--- src/rtl/m68k_bus_pkg.sv ---
// Shared types and sizes for the 68000 bus responder and its synchroniser.
package m68k_bus_pkg;

    localparam int SYNC_DEPTH = 3;
    localparam int WAIT_W     = 4;
    localparam int TMO_W      = 6;

    typedef enum logic [2:0] {
        ST_IDLE,
        ST_DECODE,
        ST_WAIT_DS,
        ST_ACCESS,
        ST_DELAY,
        ST_ACK,
        ST_BERR,
        ST_RELEASE
    } bus_state_e;

    // Window compare on word addresses (A23..A1).
    function automatic logic addr_hit(input logic [22:0] a,
                                      input logic [22:0] base,
                                      input logic [22:0] mask);
        return (a & mask) == (base & mask);
    endfunction

endpackage

--- src/rtl/m68k_bus_sync.sv ---
// Three-stage synchroniser for the 7 MHz bus clock and the bus strobes.
// Edge pulses compare stages 1 and 2; the synced levels come from stage 1.
module m68k_bus_sync
    import m68k_bus_pkg::*;
(
    input  logic c200m,
    input  logic reset,
    input  logic c7m_i,
    input  logic as_n_i,
    input  logic uds_n_i,
    input  logic lds_n_i,
    input  logic rw_i,
    output logic c7m_rise_o,
    output logic c7m_fall_o,
    output logic as_n_o,
    output logic uds_n_o,
    output logic lds_n_o,
    output logic rw_o
);

    // bit order: {rw, lds_n, uds_n, as_n, c7m}; strobes idle high, clock low
    localparam logic [4:0] SYNC_IDLE = 5'b11110;

    logic [4:0] stage_q [SYNC_DEPTH];

    // Shift the raw bus signals through the synchroniser chain.
    always_ff @(posedge c200m or posedge reset) begin
        if (reset) begin
            for (int i = 0; i < SYNC_DEPTH; i++) begin
                stage_q[i] <= SYNC_IDLE;
            end
        end else begin
            stage_q[0] <= {rw_i, lds_n_i, uds_n_i, as_n_i, c7m_i};
            for (int i = 1; i < SYNC_DEPTH; i++) begin
                stage_q[i] <= stage_q[i-1];
            end
        end
    end

    assign c7m_rise_o = !stage_q[2][0] &&  stage_q[1][0];
    assign c7m_fall_o =  stage_q[2][0] && !stage_q[1][0];
    assign as_n_o     = stage_q[1][1];
    assign uds_n_o    = stage_q[1][2];
    assign lds_n_o    = stage_q[1][3];
    assign rw_o       = stage_q[1][4];

endmodule

--- src/rtl/m68k_bus_responder.sv ---
// 68000 bus target: decodes an address window, runs the access on a simple
// backend request/ack port and answers the master with DTACK_n or BERR_n.
//
// state      | meaning
// -----------+-----------------------------------------------------------
// IDLE       | bus free; accept AS_n low once no backend request is open
// DECODE     | one cycle: window compare, latch address and direction
// WAIT_DS    | hit without a data strobe yet; latch lanes and write data
// ACCESS     | mem_req high, waiting for mem_ack or the c7m timeout
// DELAY      | count WAIT_STATES c7m falls, then DTACK on the next rise
// ACK        | DTACK_n low (and data driven on reads) until AS_n rises
// BERR       | BERR_n low until AS_n rises
// RELEASE    | address miss; wait for AS_n to rise without driving
//
// An abort (AS_n high before DTACK) returns straight to IDLE; any open
// backend request stays high there until its ack retires it, and IDLE
// does not take a new cycle until then, so late acks are simply dropped.
module m68k_bus_responder
    import m68k_bus_pkg::*;
#(
    parameter logic [23:0] BASE_ADDR    = 24'hE90000,
    parameter logic [23:0] ADDR_MASK    = 24'hFF0000,
    parameter int          WAIT_STATES  = 0,
    parameter int          BERR_TIMEOUT = 32
) (
    input  logic        c200m,
    input  logic        reset,
    input  logic        M68K_CLK,
    input  logic        M68K_AS_n,
    input  logic        M68K_UDS_n,
    input  logic        M68K_LDS_n,
    input  logic        M68K_RW,
    input  logic [22:0] M68K_A,
    input  logic [15:0] M68K_D_in,
    output logic [15:0] M68K_D_out,
    output logic        M68K_D_oe,
    output logic        M68K_DTACK_n,
    output logic        M68K_BERR_n,
    output logic        mem_req,
    output logic        mem_we,
    output logic [22:0] mem_addr,
    output logic [1:0]  mem_be,
    output logic [15:0] mem_wdata,
    input  logic [15:0] mem_rdata,
    input  logic        mem_ack
);

    localparam logic [22:0]       BASE_W   = BASE_ADDR[23:1];
    localparam logic [22:0]       MASK_W   = ADDR_MASK[23:1];
    localparam logic [WAIT_W-1:0] WAIT_LD  = WAIT_W'(WAIT_STATES);
    localparam logic [TMO_W-1:0]  TMO_LAST = TMO_W'(BERR_TIMEOUT - 1);

    logic c7m_rise, c7m_fall, as_n_s, uds_n_s, lds_n_s, rw_s;
    logic hit, ds_any;

    bus_state_e        state_q, state_d;
    logic              dtack_n_q, dtack_n_d;
    logic              berr_n_q, berr_n_d;
    logic              d_oe_q, d_oe_d;
    logic [15:0]       d_out_q, d_out_d;
    logic              mem_req_q, mem_req_d;
    logic              mem_we_q, mem_we_d;
    logic [22:0]       mem_addr_q, mem_addr_d;
    logic [1:0]        mem_be_q, mem_be_d;
    logic [15:0]       mem_wdata_q, mem_wdata_d;
    logic [WAIT_W-1:0] wait_q, wait_d;
    logic [TMO_W-1:0]  tmo_q, tmo_d;

    m68k_bus_sync u_sync (
        .c200m      (c200m),
        .reset      (reset),
        .c7m_i      (M68K_CLK),
        .as_n_i     (M68K_AS_n),
        .uds_n_i    (M68K_UDS_n),
        .lds_n_i    (M68K_LDS_n),
        .rw_i       (M68K_RW),
        .c7m_rise_o (c7m_rise),
        .c7m_fall_o (c7m_fall),
        .as_n_o     (as_n_s),
        .uds_n_o    (uds_n_s),
        .lds_n_o    (lds_n_s),
        .rw_o       (rw_s)
    );

    assign hit    = addr_hit(M68K_A, BASE_W, MASK_W);
    assign ds_any = !(uds_n_s && lds_n_s);

    // Next-state and output decisions for the bus cycle.
    always_comb begin
        state_d     = state_q;
        dtack_n_d   = dtack_n_q;
        berr_n_d    = berr_n_q;
        d_oe_d      = d_oe_q;
        d_out_d     = d_out_q;
        mem_req_d   = mem_req_q;
        mem_we_d    = mem_we_q;
        mem_addr_d  = mem_addr_q;
        mem_be_d    = mem_be_q;
        mem_wdata_d = mem_wdata_q;
        wait_d      = wait_q;
        tmo_d       = tmo_q;

        // an ack always retires the open request, whatever state we are in
        if (mem_req_q && mem_ack) begin
            mem_req_d = 1'b0;
        end

        case (state_q)
            ST_IDLE: begin
                if (!as_n_s && !mem_req_q) begin
                    state_d = ST_DECODE;
                end
            end
            ST_DECODE: begin
                if (as_n_s) begin
                    state_d = ST_IDLE;
                end else if (!hit) begin
                    state_d = ST_RELEASE;
                end else begin
                    mem_addr_d = M68K_A;
                    mem_we_d   = !rw_s;
                    if (rw_s && ds_any) begin
                        mem_be_d  = {!uds_n_s, !lds_n_s};
                        mem_req_d = 1'b1;
                        tmo_d     = '0;
                        state_d   = ST_ACCESS;
                    end else begin
                        state_d = ST_WAIT_DS;
                    end
                end
            end
            ST_WAIT_DS: begin
                if (as_n_s) begin
                    state_d = ST_IDLE;
                end else if (ds_any) begin
                    mem_be_d = {!uds_n_s, !lds_n_s};
                    if (mem_we_q) begin
                        mem_wdata_d = M68K_D_in;
                    end
                    mem_req_d = 1'b1;
                    tmo_d     = '0;
                    state_d   = ST_ACCESS;
                end
            end
            ST_ACCESS: begin
                if (as_n_s) begin
                    d_oe_d  = 1'b0;
                    state_d = ST_IDLE;
                end else if (mem_ack) begin
                    if (!mem_we_q) begin
                        d_out_d = mem_rdata;
                        d_oe_d  = 1'b1;
                    end
                    wait_d  = WAIT_LD;
                    state_d = ST_DELAY;
                end else if (c7m_fall) begin
                    if (tmo_q == TMO_LAST) begin
                        berr_n_d = 1'b0;
                        state_d  = ST_BERR;
                    end else begin
                        tmo_d = tmo_q + 1'b1;
                    end
                end
            end
            ST_DELAY: begin
                if (as_n_s) begin
                    d_oe_d  = 1'b0;
                    state_d = ST_IDLE;
                end else if (wait_q != '0) begin
                    if (c7m_fall) begin
                        wait_d = wait_q - 1'b1;
                    end
                end else if (c7m_rise) begin
                    dtack_n_d = 1'b0;
                    state_d   = ST_ACK;
                end
            end
            ST_ACK: begin
                if (as_n_s) begin
                    dtack_n_d = 1'b1;
                    d_oe_d    = 1'b0;
                    state_d   = ST_IDLE;
                end
            end
            ST_BERR: begin
                if (as_n_s) begin
                    berr_n_d = 1'b1;
                    d_oe_d   = 1'b0;
                    state_d  = ST_IDLE;
                end
            end
            ST_RELEASE: begin
                if (as_n_s) begin
                    state_d = ST_IDLE;
                end
            end
            default: begin
                state_d = ST_IDLE;
            end
        endcase
    end

    // State and bus-facing registers; reset releases the bus at once.
    always_ff @(posedge c200m or posedge reset) begin
        if (reset) begin
            state_q     <= ST_IDLE;
            dtack_n_q   <= 1'b1;
            berr_n_q    <= 1'b1;
            d_oe_q      <= 1'b0;
            d_out_q     <= '0;
            mem_req_q   <= 1'b0;
            mem_we_q    <= 1'b0;
            mem_addr_q  <= '0;
            mem_be_q    <= '0;
            mem_wdata_q <= '0;
            wait_q      <= '0;
            tmo_q       <= '0;
        end else begin
            state_q     <= state_d;
            dtack_n_q   <= dtack_n_d;
            berr_n_q    <= berr_n_d;
            d_oe_q      <= d_oe_d;
            d_out_q     <= d_out_d;
            mem_req_q   <= mem_req_d;
            mem_we_q    <= mem_we_d;
            mem_addr_q  <= mem_addr_d;
            mem_be_q    <= mem_be_d;
            mem_wdata_q <= mem_wdata_d;
            wait_q      <= wait_d;
            tmo_q       <= tmo_d;
        end
    end

    assign M68K_D_out   = d_out_q;
    assign M68K_D_oe    = d_oe_q;
    assign M68K_DTACK_n = dtack_n_q;
    assign M68K_BERR_n  = berr_n_q;
    assign mem_req      = mem_req_q;
    assign mem_we       = mem_we_q;
    assign mem_addr     = mem_addr_q;
    assign mem_be       = mem_be_q;
    assign mem_wdata    = mem_wdata_q;

endmodule

--- config.mk ---
export PLATFORM = sky130hd
export DESIGN_NAME = m68k_bus_responder
export DESIGN_NICKNAME = d
export VERILOG_FILES = /design/src/rtl/m68k_bus_pkg.sv /design/src/rtl/m68k_bus_sync.sv /design/src/rtl/m68k_bus_responder.sv
export SDC_FILE = /design/constraint.sdc
export NUM_CORES = 1
export LEC_CHECK = 0
export BUFFER_PORTS_ARGS = -buffer_cell sky130_fd_sc_hd__clkbuf_2
export CORE_MARGIN = 5
export CORE_UTILIZATION = 41
export DETAILED_ROUTE_END_ITERATION = 6
export PLACE_DENSITY = 0.68
export REMOVE_ABC_BUFFERS = 1
export SKIP_LAST_GASP = 1
export SLEW_MARGIN = 30
export SYNTH_ARGS = -nofsm -noshare
export SYNTH_HDL_FRONTEND = slang
export SYNTH_SLANG_ARGS = --single-unit
--- constraint.sdc ---
create_clock -name c200m -period 8.2 [get_ports c200m]
set_input_delay 2.46 -clock c200m [delete_from_list [all_inputs] [get_ports c200m]]
set_output_delay 2.46 -clock c200m [all_outputs]
set_load 0.02 [all_outputs]
# After elaboration in Yosys (flattened, before gate mapping)
# Cells that the tools add are included.
# classes
addsub	2
mul	0
div	0
magnitude_cmp	0
eq_ne	37
n_shift	0
muxes	59
bitwise	3
n_reduce_logical	34
# op_table
operator	count
two-way mux 6 bit	9
two-way mux 3 bit	13
inequality test 2 bit, second input constant	17
two-way mux 4 bit	5
two-way mux 1 bit	19
case mux 3 bit (6 select lines)	1
case mux 6 bit (3 select lines)	1
AND reduction 6 bit	3
inequality test 3 x 2 -> 1 bit, second input constant	5
equality test 3 bit, second input constant	4
AND reduction 4 bit	3
two-way mux 2 bit	5
AND reduction 10 bit	1
nonzero test 2 bit	5
equality test 8 bit, second input constant	1
zero test 1 bit	8
inequality test 2 x 1 -> 1 bit, second input constant	4
inequality test 4 x 3 -> 1 bit, second input constant	2
case mux 1 bit (2 select lines)	4
case mux 4 bit (2 select lines)	1
AND reduction 7 bit	1
adder 6 x 1 -> 6 bit, second input constant	1
equality test 3 x 2 -> 1 bit, second input constant	2
equality test 6 x 5 -> 1 bit, second input constant	1
11 further kinds	19
# word_totals
register_bits	86
latchBits	0
mem_bits_rw	0
rom_bits	0
n_memories	0

# Logic depth before layout (Yosys ltp)
# Gate-level depths: netlist of the first run.
# depth
depth_word	7
mapped_depth	7
mapped_depth_nobuf	7

# Hierarchy
# A second synthesis of the first run with hierarchy kept.
# unflattened
hier_cells	269
area_unflattened_um2	3613.5
# modules_own_cells
mod	n_inst	cells_per_inst	area_per_inst_um2
m68k_bus_responder	1	255	3309.4
m68k_bus_sync	1	14	304.0

# Least setup slack after synthesis of the first run
# OpenSTA, ideal clock, no wires.
# synth_path
path_type	in2reg
start	input port M68K_A[22]
end	register mem_addr_q[0], in the netlist mem_addr[0]
arrival_time_ns	3.654
required_time_ns	8.073
path_slack_ns	4.419
path_stages	6
path_cell_list	nand4_1 nor4_4 and3_1 buf_4 buf_6 mux2_1
# synth_via
elab_chain_len	2
# synth_lines
item	line_no	text
start: declaration	m68k_bus_responder.sv:33	input logic [22:0] M68K_A,
equality test 8 bit	m68k_bus_pkg.sv:23	return (a & mask) == (base & mask);
AND reduction 3 bit (no line)	-	
end signal: assignment	m68k_bus_responder.sv:226	mem_addr_q <= mem_addr_d;
end: declaration	m68k_bus_responder.sv:63	logic [22:0] mem_addr_q, mem_addr_d;
# No other way between the ends.
# A chain may end at the register's enable or synchronous reset.

# Final worst setup path of the first run
# layout_path
start	input port M68K_A[15]
end	register mem_be_q[0], in the netlist mem_be[0]
# layout_via
elab_chain_len	3
# layout_lines
item	line_no	text
equality test 8 bit	m68k_bus_pkg.sv:23	
inequality test 2 bit (no line)	-	
AND reduction 6 bit (no line)	-	
end signal: assignment	m68k_bus_responder.sv:227	mem_be_q <= mem_be_d;
end: declaration	m68k_bus_responder.sv:64	logic [1:0] mem_be_q, mem_be_d;
# No other way between the ends.

==> impl_metrics.json, run 1 <==
{
  "maxSlewViolCount": 0,
  "synth_top_area_frac": 0.527,
  "start_util": 0.418,
  "crit_path_top_delay_cell": "and3_2",
  "tightest_slew_ps": 751,
  "wl_per_cell_microns": 14.3,
  "worstPathCellList": "clkbuf_2 -> nand4_1 -> nor4_4 -> and3_2 -> a21o_1 -> mux2i_1",
  "synthCells": 269,
  "ys.flop_type": "dfrtp_1",
  "cpLargestDelayFamily": "simple AND/OR/NAND/NOR gates",
  "stdcell_area_sq_um": 4480,
  "placed_area_sq_um": 4290,
  "setup_viol": 0,
  "antenna_found_initial": 0,
  "die_height_microns": 104,
  "post-route-worst-setup-slack_ps": 4450,
  "route.detailed.drc": 0,
  "fp-row-count": 34,
  "routed_wl_microns": 7260,
  "regToRegSetupSlack_ps": 6150,
  "hold_path_startpoint": "u_sync.stage_q[14]$_DFF_PP1_",
  "fin_tns_setup_ps": 0,
  "cts_max_level": 3,
  "reg2reg_to": "M68K_D_out[13]$_DFFE_PP0P_",
  "crit_required_ps": 8470,
  "timing.slew.headroom": 0.499,
  "fin_crit_sh": 0.458,
  "gp_congestion": 0.795,
  "cts.path.max_buffers": 2,
  "ant_nets": 0,
  "async_reset_ff_frac": 1.00,
  "status": "completed",
  "worstPathArrival_ps": 4030,
  "first_iter_violations": 51,
  "synth_cell_type_count": 46,
  "pre_cts_ws_ps": 3740,
  "worst-path-buf-inv": 1,
  "final_cell_mix": "124 x clkbuf_2, 76 x dfrtp_1, 40 x mux2_1",
  "postCtsSetupBuffers": 0,
  "cts_tree": "yes",
  "vias_per_cell": 4.87,
  "insertion_delay_ps": 340,
  "final_util": 0.519,
  "coreArea_sq_um": 8640,
  "fill_cells": 778,
  "slowest_delay_ps": 580,
  "cts_root_buf": "clkbuf_8",
  "grt_max_degree": 87,
  "drv_cap": 0,
  "io_buffers": 124,
  "vias": 2462,
  "dp_hpwl_microns": 5330,
  "ys_top_cells_by_area": "dfrtp_1 53%, mux2_1 12%, dfstp_2 7.3%",
  "die-area_sq_um": 10800,
  "clkSinkCount": 86,
  "yosysTopAreaCell": "dfrtp_1",
  "ys_warn_count": 0,
  "r2r_cells": 4,
  "max_freq_mhz": 266,
  "num_io_pins": 125,
  "hold_class": "reg2reg",
  "worstSetupPathType": "in2reg",
  "n_antenna_cell": 0,
  "grt_overflow": 0,
  "p_per_area_nw_per_um2": 260,
  "final_common_cell": "clkbuf_2",
  "fin_crit_ps": 3750,
  "seq_area_frac_synth": 0.600,
  "die_w_microns": 104,
  "cts_resized": 0,
  "area_delta_synth_final_pct": 24.1,
  "crit_path_start_kind": "primary input",
  "leakage_uw": 0.00233,
  "rsz0062_at_grt": "no",
  "grt_pass1_wl_microns": 12100,
  "syn_area_sq_um": 3610,
  "peakVddDrop_mv": 0.148,
  "cp-end-kind": "register",
  "nets": 459,
  "path_max_fanout": 26,
  "syn_area_per_cell_sq_um": 13.4,
  "first_global_vias": 2520,
  "cts_hold_buf": 0,
  "hold-path-endpoint": "u_sync.rw_o$_DFF_PP1_",
  "finClkSkew_ps": 10.4,
  "hold_violations": 0,
  "cts_buffers": 9,
  "dr.pass1.iters": 4,
  "path_clk_slew_ps": 80,
  "ys_ff_latch": 86,
  "track_usage": 0.137,
  "synth-edff-count": 0,
  "drive_gt1_frac": 0.427,
  "whs_path_depth": 0,
  "placedCellCount": 490,
  "instances_no_fill": 506,
  "r2r_start": "state_q[2]$_DFFE_PP0P_"
}
==> cell type report <==
type                            instances  area (sq um)  share of cell area
Inverter                               10          38.8             0.00866
Tap cell                              108           135              0.0302
Sequential cell                        86          2160               0.483
Clock inverter                          4          30.0             0.00670
Multi-Input combinational cell        161          1320               0.296
Timing Repair Buffer                  125           632               0.141
Clock buffer                           12           155              0.0346
==> stage by stage <==
stage	hold WS (ps)	power (uW)
after floorplan	331	789
after global placement	343	898
after detailed placement	337	906
after CTS	358	1180
after global routing	364	1240
final	358	1160
==> Yosys cell counts (2+ instances only) <==
library cell,instances
a21o_1,2
a21oi_1,11
a31oi_1,7
a41oi_1,2
and3_1,2
and3b_1,3
buf_1,2
buf_2,4
buf_6,4
dfrtp_1,76
dfstp_2,10
ha_1,3
inv_1,10
mux2_1,40
mux2_4,9
mux2i_1,3
nand2_1,14
nand2b_1,5
nand3_1,2
nor2_1,14
nor2b_1,7
nor3_1,3
o21ai_0,3
o21ai_1,3
o31ai_1,3
o41ai_1,3
or2_1,5
==> registers in the layout, indices dropped and copies added (netlist names) <==
| register | flops |
|---|---|
| mem_addr | 23 |
| M68K_D_out | 16 |
| mem_wdata | 16 |
| u_sync.stage_q | 7 |
| tmo_q | 6 |
| wait_q | 4 |
| state_q | 3 |
| mem_be | 2 |
| M68K_BERR_n | 1 |
| M68K_DTACK_n | 1 |
| M68K_D_oe | 1 |
| mem_req | 1 |
| mem_we | 1 |
| u_sync.as_n_o | 1 |
| u_sync.lds_n_o | 1 |
| u_sync.rw_o | 1 |
| u_sync.uds_n_o | 1 |
==> worst register-to-register path: stages, from the launching register on <==
cell and delay [ps]:
dfrtp_1 550, and3b_1 540, and2_4 270, nand2_4 190
mux2_1 380
==> report_power, final <==
part           switching, uW  internal (uW)  leakage, uW
Clock                    145            128    0.0000930
Combinational            181            142      0.00116
Sequential              65.8            503      0.00108
Total                    391            773      0.00233
==> worst max path at each step <==
stage	startpoint	to	cells after the start
2_1_floorplan	reset	M68K_D_oe$_DFFE_PP0P_	1
3_3_place_gp	M68K_A[22]	mem_be[0]$_DFFE_PP0P_	6
3_5_place_dp	M68K_A[22]	mem_be[1]$_DFFE_PP0P_	6
4_1_cts	M68K_A[22]	mem_be[0]$_DFFE_PP0P_	6
5_1_grt	M68K_A[15]	mem_be[0]$_DFFE_PP0P_	6
6_report	M68K_A[15]	mem_be[0]$_DFFE_PP0P_	6
==> layer usage <==
layer  global-route usage  wire length [microns]  share of wire
met5                    0                      0              0
met4               0.0527                    108          0.015
met3               0.0510                    540          0.074
met1                0.170                   3040           0.42
met2                0.218                   3570           0.49
==> cells by family (layout without fill, tap and decap cells) <==
family / Yosys count / after routing / synth area share
compound gates: 40 / 40 / 0.0766
fa+ha+maj: 3 / 3 / 0.0104
buf+inv: 22 / 151 / 0.0336
flops: 86 / 86 / 0.600
mux: 52 / 52 / 0.171
simple gates: 66 / 66 / 0.109
Note: power is estimated with default switching activity, not from simulation.
==> inputs of run 2 (changes only) <==
PLACE_DENSITY = 0.7   (was 0.68)
clock period = 3.3 ns   (was 8.2 ns; I/O delays follow)
==> run 2 against run 1 <==
  * Global-route usage increased by 0.42 points
  * Sequential cell count did not move
  * Critical path depth is 1 higher
  * Clock power rose to 2.5 times the previous value
  * Power grew 150%
  * Core utilization rose by 0.19 points
  * Clock skew is essentially flat
  * Via count rose by 0.20%
  * Worst setup slack got worse by 3300 ps
  * Cell area is 0.36% higher
  * Critical path type unchanged
==> impl_metrics.json, run 2 (same netlist as run 1, synthesis figures left out) <==
{
  "hold_violations": 0,
  "max_freq_mhz": 460,
  "clkSinkCount": 86,
  "first_global_vias": 2523,
  "cts_buffers": 9,
  "path_max_fanout": 26,
  "first_iter_violations": 74,
  "io_buffers": 124,
  "dp_hpwl_microns": 5510,
  "cts_hold_buf": 0,
  "antenna_found_initial": 0,
  "die-area_sq_um": 10800,
  "crit_path_start_kind": "primary input",
  "leakage_uw": 0.00234,
  "instances_no_fill": 507,
  "fin_crit_ps": 2170,
  "pwr-share-comb": 0.278,
  "path_clk_slew_ps": 80,
  "die_w_microns": 104,
  "maxSlewViolCount": 0,
  "postCtsSetupBuffers": 0,
  "start_util": 0.418,
  "status": "completed",
  "finClkSkew_ps": 10.1,
  "grt_max_degree": 47,
  "nets": 460,
  "p_sw_frac": 0.333,
  "ant_nets": 0,
  "pwr-share-seq": 0.487,
  "p_per_area_nw_per_um2": 647,
  "area_delta_synth_final_pct": 24.6,
  "track_usage": 0.141,
  "final_common_cell": "clkbuf_2",
  "cts_resized": 0,
  "fin_crit_sh": 0.659,
  "insertion_delay_ps": 350,
  "p_switching_uw": 969,
  "cts_root_buf": "clkbuf_8",
  "tightest_slew_ps": 695,
  "whs_ps": 346,
  "placedCellCount": 491,
  "final_cell_mix": "124 x clkbuf_2, 76 x dfrtp_1, 40 x mux2_1",
  "gp_congestion": 0.742,
  "fp-row-count": 34,
  "grt_pass1_wl_microns": 12500,
  "num_io_pins": 125,
  "n_antenna_cell": 0,
  "coreArea_sq_um": 8640,
  "power_frac_clock": 0.235,
  "die_height_microns": 104,
  "setup_viol": 0,
  "hold_class": "reg2reg",
  "cts_max_level": 3,
  "largest_register_ffs": 23,
  "route.detailed.drc": 0,
  "peakVddDrop_mv": 0.330,
  "worstPathArrival_ps": 2440,
  "routed_wl_microns": 7300,
  "cp-end-kind": "register",
  "fin_tns_setup_ps": 0,
  "fill_cells": 775,
  "dr.pass1.iters": 6,
  "vias_per_cell": 4.87,
  "drive_gt1_frac": 0.426,
  "power.internal_uw": 1940,
  "cts_tree": "yes",
  "vias": 2467,
  "grt_overflow": 0,
  "cts.path.max_buffers": 2,
  "timing.slew.headroom": 0.536,
  "wl_per_cell_microns": 14.4,
  "rsz0062_at_grt": "no",
  "crit_required_ps": 3560,
  "worstSetupPathType": "in2reg",
  "drv_cap": 0
}
==> run 2: worst paths after layout <==
check                                             start                     endpoint  slack, ps  depth (start not counted)
max in group asynchronous                         reset      u_sync.as_n_o$_DFF_PP1_       1860                          3
hold reg to reg            u_sync.stage_q[10]$_DFF_PP0_  u_sync.stage_q[5]$_DFF_PP0_        350                          0
setup / recovery                             M68K_A[22]        mem_be[1]$_DFFE_PP0P_       1130                          7
hold / removal             u_sync.stage_q[10]$_DFF_PP0_  u_sync.stage_q[5]$_DFF_PP0_        350                          0
setup reg to reg                 state_q[2]$_DFFE_PP0P_        wait_q[0]$_DFFE_PP0P_       1260                          5
min in group asynchronous                         reset     mem_wdata[5]$_DFFE_PP0P_        720                          2
==> run 2: power by group through the flow <==
stage          clock network (uW)  logic, uW  registers, uW
3_3_place_gp                    0        806           1430
6_report                      685        808           1420
4_1_cts                       710        823           1420
2_1_floorplan                   0        382           1580
3_5_place_dp                    0        820           1430
5_1_grt                       758        887           1450
==> run 2: worst max-delay path, cell delays in order <==
cell	delay (ps)
clkbuf_2	80
nand4_1	130
nor4_4	330
and3_1	210
buf_4	280
a21o_1	220
mux2i_1	190
==> run 2: area by class of cell <==
type | instances | area [sq um] | share of cell area
Clock buffer | 13 | 169 | 0.0376
Clock inverter | 3 | 17.5 | 0.00390
Inverter | 10 | 38.8 | 0.00863
Multi-Input combinational cell | 161 | 1320 | 0.294
Sequential cell | 86 | 2160 | 0.481
Tap cell | 108 | 135 | 0.0301
Timing Repair Buffer | 126 | 648 | 0.144
==> run 2: metal layers <==
layer	global-route usage	vias up	wire length, microns
met2	0.233	66	3780
met5	0	-	0
met4	0.0444	0	93
li1	-	1190	-
met1	0.176	1201	2970
met3	0.0460	10	448
==> run 2: stage by stage <==
stage          worst slack, ps  total power (uW)  utilization  area, sq um
3_5_place_dp               735              2250        0.499         4310
6_report                  1130              2910        0.521         4500
2_1_floorplan              105              1960            -         3520
4_1_cts                   1100              2950        0.521         4500
3_3_place_gp               783              2230        0.499         4310
5_1_grt                    926              3090        0.521         4500
